File: config.mk
export PLATFORM = sky130hd
export DESIGN_NAME = sm_im_ctrl
export DESIGN_NICKNAME = d
export VERILOG_FILES = /design/src/rtl/sm_im_pkg.sv /design/src/rtl/sm_im_clear_seq.sv /design/src/rtl/sm_im_ctrl.sv
export SDC_FILE = /design/constraint.sdc
export NUM_CORES = 1
export LEC_CHECK = 0
export ABC_AREA = 1
export CORE_ASPECT_RATIO = 1.2
export CORE_MARGIN = 5
export CORE_UTILIZATION = 41
export DETAILED_ROUTE_END_ITERATION = 10
export PLACE_DENSITY_LB_ADDON = 0.3
export SYNTH_ARGS = -nofsm -noshare
export SYNTH_HDL_FRONTEND = slang
export SYNTH_SLANG_ARGS = --single-unit
File: constraint.sdc
create_clock -name clk -period 4 [get_ports clk]
set_clock_uncertainty 0.15 [all_clocks]
set_input_delay 0.4 -clock clk [delete_from_list [all_inputs] [get_ports clk]]
set_output_delay 0.4 -clock clk [all_outputs]
set_load 0.02 [all_outputs]
File: src/rtl/sm_im_pkg.sv
// Shared definitions for the instruction-memory controller: state encoding,
// default geometry and the saturating load counter helper.
package sm_im_pkg;

  localparam int ADDR_W_DEF = 11;
  localparam int DATA_W_DEF = 32;

  localparam logic [15:0] LOAD_COUNT_MAX = 16'hFFFF;

  typedef enum logic [1:0] {
    ST_RUN   = 2'd0,
    ST_LOAD  = 2'd1,
    ST_CLEAR = 2'd2
  } state_t;

  // Increment that sticks at all-ones instead of wrapping.
  function automatic logic [15:0] sat_inc16(input logic [15:0] value);
    return (value == LOAD_COUNT_MAX) ? value : value + 16'd1;
  endfunction

endpackage

File: src/rtl/sm_im_clear_seq.sv
// Bulk-clear address sequencer: walks every word address once, ascending,
// starting the cycle after start and flagging the final address with done.
module sm_im_clear_seq
  import sm_im_pkg::*;
#(
  parameter int ADDR_W = ADDR_W_DEF
) (
  input  logic              clk,
  input  logic              rst_n,
  input  logic              start,
  output logic              active,
  output logic [ADDR_W-1:0] addr,
  output logic              done
);

  localparam logic [ADDR_W-1:0] ADDR_ONE = ADDR_W'(1);

  // The last address of the sweep ends the clear.
  assign done = active && (addr == {ADDR_W{1'b1}});

  // Address counter and active flag; the counter wraps back to 0 after the last write.
  always_ff @(posedge clk) begin
    // NOTE: state registers use non-blocking assignments so every flop samples
    // the pre-edge values; blocking here would create order-dependent logic.
    if (!rst_n) begin
      active <= 1'b0;
      addr   <= '0;
    end else if (start) begin
      active <= 1'b1;
      addr   <= '0;
    end else if (active) begin
      addr <= addr + ADDR_ONE;
      if (done) begin
        active <= 1'b0;
      end
    end
  end

endmodule

File: src/rtl/sm_im_ctrl.sv
// Instruction-memory owner: arbitrates the single memory port between the
// bulk-clear engine, the UART ROM writer and CPU fetch, stalling the CPU
// whenever it does not own the port. Also serves a debug read port in LOAD.
module sm_im_ctrl
  import sm_im_pkg::*;
#(
  parameter int                ADDR_W      = ADDR_W_DEF,
  parameter int                DATA_W      = DATA_W_DEF,
  parameter logic [DATA_W-1:0] CLEAR_VALUE = '0
) (
  input  logic              clk,
  input  logic              rst_n,
  input  logic              load_mode,
  input  logic              clear_req,
  input  logic              wr_valid,
  input  logic [ADDR_W-1:0] wr_addr,
  input  logic [DATA_W-1:0] wr_data,
  output logic              wr_ready,
  input  logic [ADDR_W-1:0] cpu_addr,
  output logic [DATA_W-1:0] cpu_rdata,
  output logic              cpu_rvalid,
  output logic              cpu_stall,
  input  logic [ADDR_W-1:0] dbg_addr,
  output logic [DATA_W-1:0] dbg_rdata,
  output logic              busy,
  output logic [15:0]       load_count,
  output logic [ADDR_W-1:0] mem_addr,
  output logic              mem_we,
  output logic [DATA_W-1:0] mem_wdata,
  input  logic [DATA_W-1:0] mem_rdata
);

  state_t state, state_nxt;

  logic              clr_start;
  logic              clr_active;
  logic [ADDR_W-1:0] clr_addr;
  logic              clr_done;

  logic              wr_accept;
  logic              dbg_read;
  logic              dbg_pend;
  logic              we_raw;
  logic [DATA_W-1:0] wdata_raw;

  // A clear request is honoured from RUN or LOAD; once clearing it is ignored.
  assign clr_start = clear_req && (state != ST_CLEAR);

  sm_im_clear_seq #(
    .ADDR_W (ADDR_W)
  ) u_clear_seq (
    .clk    (clk),
    .rst_n  (rst_n),
    .start  (clr_start),
    .active (clr_active),
    .addr   (clr_addr),
    .done   (clr_done)
  );

  assign busy      = clr_active;
  assign cpu_rdata = mem_rdata;

  // A low rst_n suppresses the write of the cycle it arrives in, so an
  // aborted clear leaves the current address untouched.
  // NOTE: the memory array itself is never reset; its contents only change
  // through the clear engine or ROM writes.
  assign mem_we    = we_raw & rst_n;
  assign mem_wdata = mem_we ? wdata_raw : '0;

  // Next-state decode and memory-port arbitration.
  always_comb begin
    // NOTE: every output gets a default before the case so no path leaves a
    // variable unassigned, which would infer a latch.
    state_nxt = state;
    wr_ready  = 1'b0;
    wr_accept = 1'b0;
    dbg_read  = 1'b0;
    cpu_stall = 1'b1;
    mem_addr  = cpu_addr;
    we_raw    = 1'b0;
    wdata_raw = '0;
    unique case (state)
      ST_RUN: begin
        cpu_stall = 1'b0;
        if (clear_req) begin
          state_nxt = ST_CLEAR;
        end else if (load_mode) begin
          state_nxt = ST_LOAD;
        end
      end
      ST_LOAD: begin
        wr_ready  = ~clear_req;
        wr_accept = wr_valid & ~clear_req;
        if (wr_accept) begin
          mem_addr  = wr_addr;
          we_raw    = 1'b1;
          wdata_raw = wr_data;
        end else begin
          mem_addr = dbg_addr;
          dbg_read = 1'b1;
        end
        if (clear_req) begin
          state_nxt = ST_CLEAR;
        end else if (!load_mode) begin
          state_nxt = ST_RUN;
        end
      end
      ST_CLEAR: begin
        mem_addr  = clr_addr;
        we_raw    = 1'b1;
        wdata_raw = CLEAR_VALUE;
        if (clr_done) begin
          state_nxt = load_mode ? ST_LOAD : ST_RUN;
        end
      end
      default: begin
        state_nxt = ST_RUN;
      end
    endcase
  end

  // State register.
  always_ff @(posedge clk) begin
    if (!rst_n) begin
      state <= ST_RUN;
    end else begin
      state <= state_nxt;
    end
  end

  // Fetch data is valid the cycle after every cycle the CPU owned the port.
  always_ff @(posedge clk) begin
    if (!rst_n) begin
      cpu_rvalid <= 1'b0;
    end else begin
      cpu_rvalid <= (state == ST_RUN);
    end
  end

  // Words accepted since entering LOAD from RUN; a clear does not disturb it.
  always_ff @(posedge clk) begin
    if (!rst_n) begin
      load_count <= '0;
    end else if ((state == ST_RUN) && !clear_req && load_mode) begin
      load_count <= '0;
    end else if (wr_accept) begin
      load_count <= sat_inc16(load_count);
    end
  end

  // Debug read: capture memory data one cycle after each LOAD read cycle.
  always_ff @(posedge clk) begin
    if (!rst_n) begin
      dbg_pend  <= 1'b0;
      dbg_rdata <= '0;
    end else begin
      dbg_pend <= dbg_read;
      if (dbg_pend) begin
        dbg_rdata <= mem_rdata;
      end
    end
  end

endmodule

==> results.sh <==
export IMPL_clockBufferDepth=2
export IMPL_fin_tns_setup_ns=0
export IMPL_globalplace_congestion=0.879
export IMPL_synth_area_um2=3740
export IMPL_end_kind="output port"
export IMPL_min_path_type="flip-flop to flip-flop"
export IMPL_insertion_delay_ns=0.34
export IMPL_synth_seq_area_share_pct=34.2
export IMPL_power_frac_comb_pct=48.8
export IMPL_ir_drop_mv=0.256
export IMPL_finalHoldViolCount=0
export IMPL_maxSlewViolCount=0
export IMPL_globalRouteOverflowTotal=0
export IMPL_htree_num_levels=3
export IMPL_synth_edf_count=0
export IMPL_final_core_util_pct=66.8
export IMPL_final_nets=867
export IMPL_finalWirelength_um=13100
export IMPL_cp_required_ns=3.45
export IMPL_grt_pass1_vias=4300
export IMPL_clkTransAtPathRegs_ns=0.07
export IMPL_ys_top_cells_by_count="nor2_1 (130), nand2_1 (119), dfxtp_1 (64), o21ai_0 (57), inv_1 (41)"
export IMPL_synthesis_nets=680
export IMPL_die_area_um2=11100
export IMPL_antenna_found_initial=0
export IMPL_syn_mean_instance_area_um2=6.54
export IMPL_synth_top_cell_area_share_pct=34.2
export IMPL_cap_violations=0
export IMPL_synthDistinctLibCells=31
export IMPL_grt_max_degree=38
export IMPL_ant_nets=0
export IMPL_cts_setup_buffers=0
export IMPL_numCtsBuffers=9
export IMPL_tightest_slew_ns=0.941
export IMPL_syn_inst=572
export IMPL_fp_coreArea_um2=8990
export IMPL_fin_crit_ns=3.61
export IMPL_r2r_slack_ns=1.66
export IMPL_power_leakage_nw=2.18
export IMPL_drtIter0Drc=196
export IMPL_synthFlopType="dfxtp_1"
export IMPL_switchingPower_uw=935
export IMPL_hpwlAfterDp_um=10000
export IMPL_multi_input_area_um2=1920
export IMPL_die_h_um=115
export IMPL_clock_root_buffer="clkbuf_8"
export IMPL_setup_viol=0
export IMPL_start_util_pct=41.7
export IMPL_avgRoutedWirePerCell_um=14.8
export IMPL_num_fill_cells=722
export IMPL_vias=4375
export IMPL_grtUsageTotal_pct=22.4
export IMPL_p_sw_share_pct=39.2
export IMPL_yosysWarnings=0
export IMPL_yosysTopAreaCell="dfxtp_1"
export IMPL_vias_per_cell=4.95
export IMPL_final_layout_size_suffix_gt1_share_pct=4.58
export IMPL_sequentialPowerShare_pct=30.8
export IMPL_drc=0
export IMPL_cp_start_kind="flip-flop"
export IMPL_std_cell_rows=38
export IMPL_p_int_mw=1.45
export IMPL_synthTopCellsByArea="dfxtp_1 (34%), nor2_1 (13%), nand2_1 (12%), o21ai_0 (7.6%), buf_4 (6.6%)"
export IMPL_cts_tree="yes"
export IMPL_critPathMaxFanout=35
export IMPL_rsz0062_at_grt="no"
export IMPL_pwr_share_clk_pct=20.4
export IMPL_cts_hold_buf=0
export IMPL_finalCritPeriodShare_pct=90.1
export IMPL_synthArstFlopShare_pct=0
export IMPL_final_seq_area_um2=1280
export IMPL_post_synth_top_count_cell="nor2_1"
export IMPL_die_w_um=97.2
export IMPL_slew_headroom_pct=37.2
export IMPL_num_antenna_cells=0
export IMPL_ys_ff_latch=64
export IMPL_pin_count=230
export IMPL_powerDensity_nw_per_um2=398
export IMPL_portBuffers=229
export IMPL_arrival_ns=3.06
export IMPL_path_class="flip-flop to output port"
export IMPL_status="finished clean"
export IMPL_drtPass1Iterations=5
export IMPL_grt_pass1_wl_um=20500
export IMPL_cts_sinks=64
export IMPL_fmax_mhz=277
export IMPL_area_delta_synth_final_pct=60.4
==> placed cells by master, fill, tap and decap left out, drive strengths merged, types with 2 or more instances in the layout <==
cell / instances
clkdlybuf4s50: 229
nor2: 134
nand2: 123
dfxtp: 64
o21ai: 58
inv: 43
a21oi: 41
nand3: 22
clkbuf: 13
nand4: 8
o2111ai: 6
ha: 6
xnor2: 4
buf: 4
clkinv: 3
xor2: 2
==> cells by family (layout without fill, tap and decap cells) <==
kind of cell	count (synthesis)	after routing	share of synthesized area [%]
AOI/OAI and AO/OA	105	106	15.7
DFF	64	64	34.2
xor gates and xnor gates	6	6	1.40
buffers and inverters	102	293	14.9
and+or+nand+nor	289	289	31.7
adders and majority gates	6	6	2.01
==> critical path: stages (launching register included) <==
cell	delay (ns)
dfxtp_1	0.34
inv_1	0.08
ha_1	0.39
inv_2	0.16
nor2_4	0.14
inv_2	0.25
a21oi_4	0.49
nand2_1	0.11
nor2_1	0.12
clkdlybuf4s50_1	0.62
==> power groups by stage <==
| stage | Combinational [mW] | Clock, mW | Sequential [mW] |
|---|---|---|---|
| 2_1_floorplan | 0.585 | 0 | 0.802 |
| 3_5_place_dp | 1.15 | 0 | 0.749 |
| 6_report | 1.16 | 0.487 | 0.736 |
| 5_1_grt | 1.26 | 0.526 | 0.743 |
| 4_1_cts | 1.16 | 0.495 | 0.736 |
| 3_3_place_gp | 1.14 | 0 | 0.745 |
==> routing by layer <==
metal	up-vias	part of all wire, %	GRT usage, %
met5	-	0	0
met4	0	2.0	8.49
met3	19	9.0	7.74
met2	192	50	38.9
met1	1994	39	25.5
li1	2170	-	-
==> path summary, 6_finish.rpt <==
kind / startpoint / to / depth (start not counted)
min: u_clear_seq.addr[10] / u_clear_seq.addr[10] / 2
max reg2reg: state[1] / load_count[8] / 9
min reg2reg: u_clear_seq.addr[10] / u_clear_seq.addr[10] / 2
max: state[1] / mem_wdata[18] / 9
==> registers in the layout, indices dropped and copies added (netlist names) <==
register and flops:
u_clear_seq.addr 11, dbg_rdata 32, state 2, dbg_pend 1
u_clear_seq.active 1, cpu_rvalid 1, load_count 16
==> layout make-up <==
type | instances | share of cell area [%]
Clock buffer | 13 | 2.48
Sequential cell | 64 | 21.3
Clock inverter | 3 | 0.292
Tap cell | 120 | 2.50
Timing Repair Buffer | 233 | 38.7
Inverter | 44 | 2.75
Multi-Input combinational cell | 407 | 32.0
==> metrics by stage <==
stage | std cells | power, mW | area, um2 | hold WS, ns | setup slack [ns]
floorplan | 572 | 1.39 | 3740 | 0.298 | 1.67
global placement | 867 | 1.89 | 5820 | 0.323 | 0.361
detailed placement | 867 | 1.90 | 5820 | 0.333 | 0.317
CTS | 883 | 2.39 | 5990 | 0.348 | 0.144
global route | 884 | 2.53 | 6000 | 0.378 | 0.127
finish | 884 | 2.39 | 6000 | 0.344 | 0.394
==> repair_timing <==
action / in CTS / in global routing
setup endpoints to repair: 0 / 31
gates resized for setup: 0 / 1
endpoints found under the hold margin: 0 / 0
Note: power is estimated with default switching activity, not from simulation.
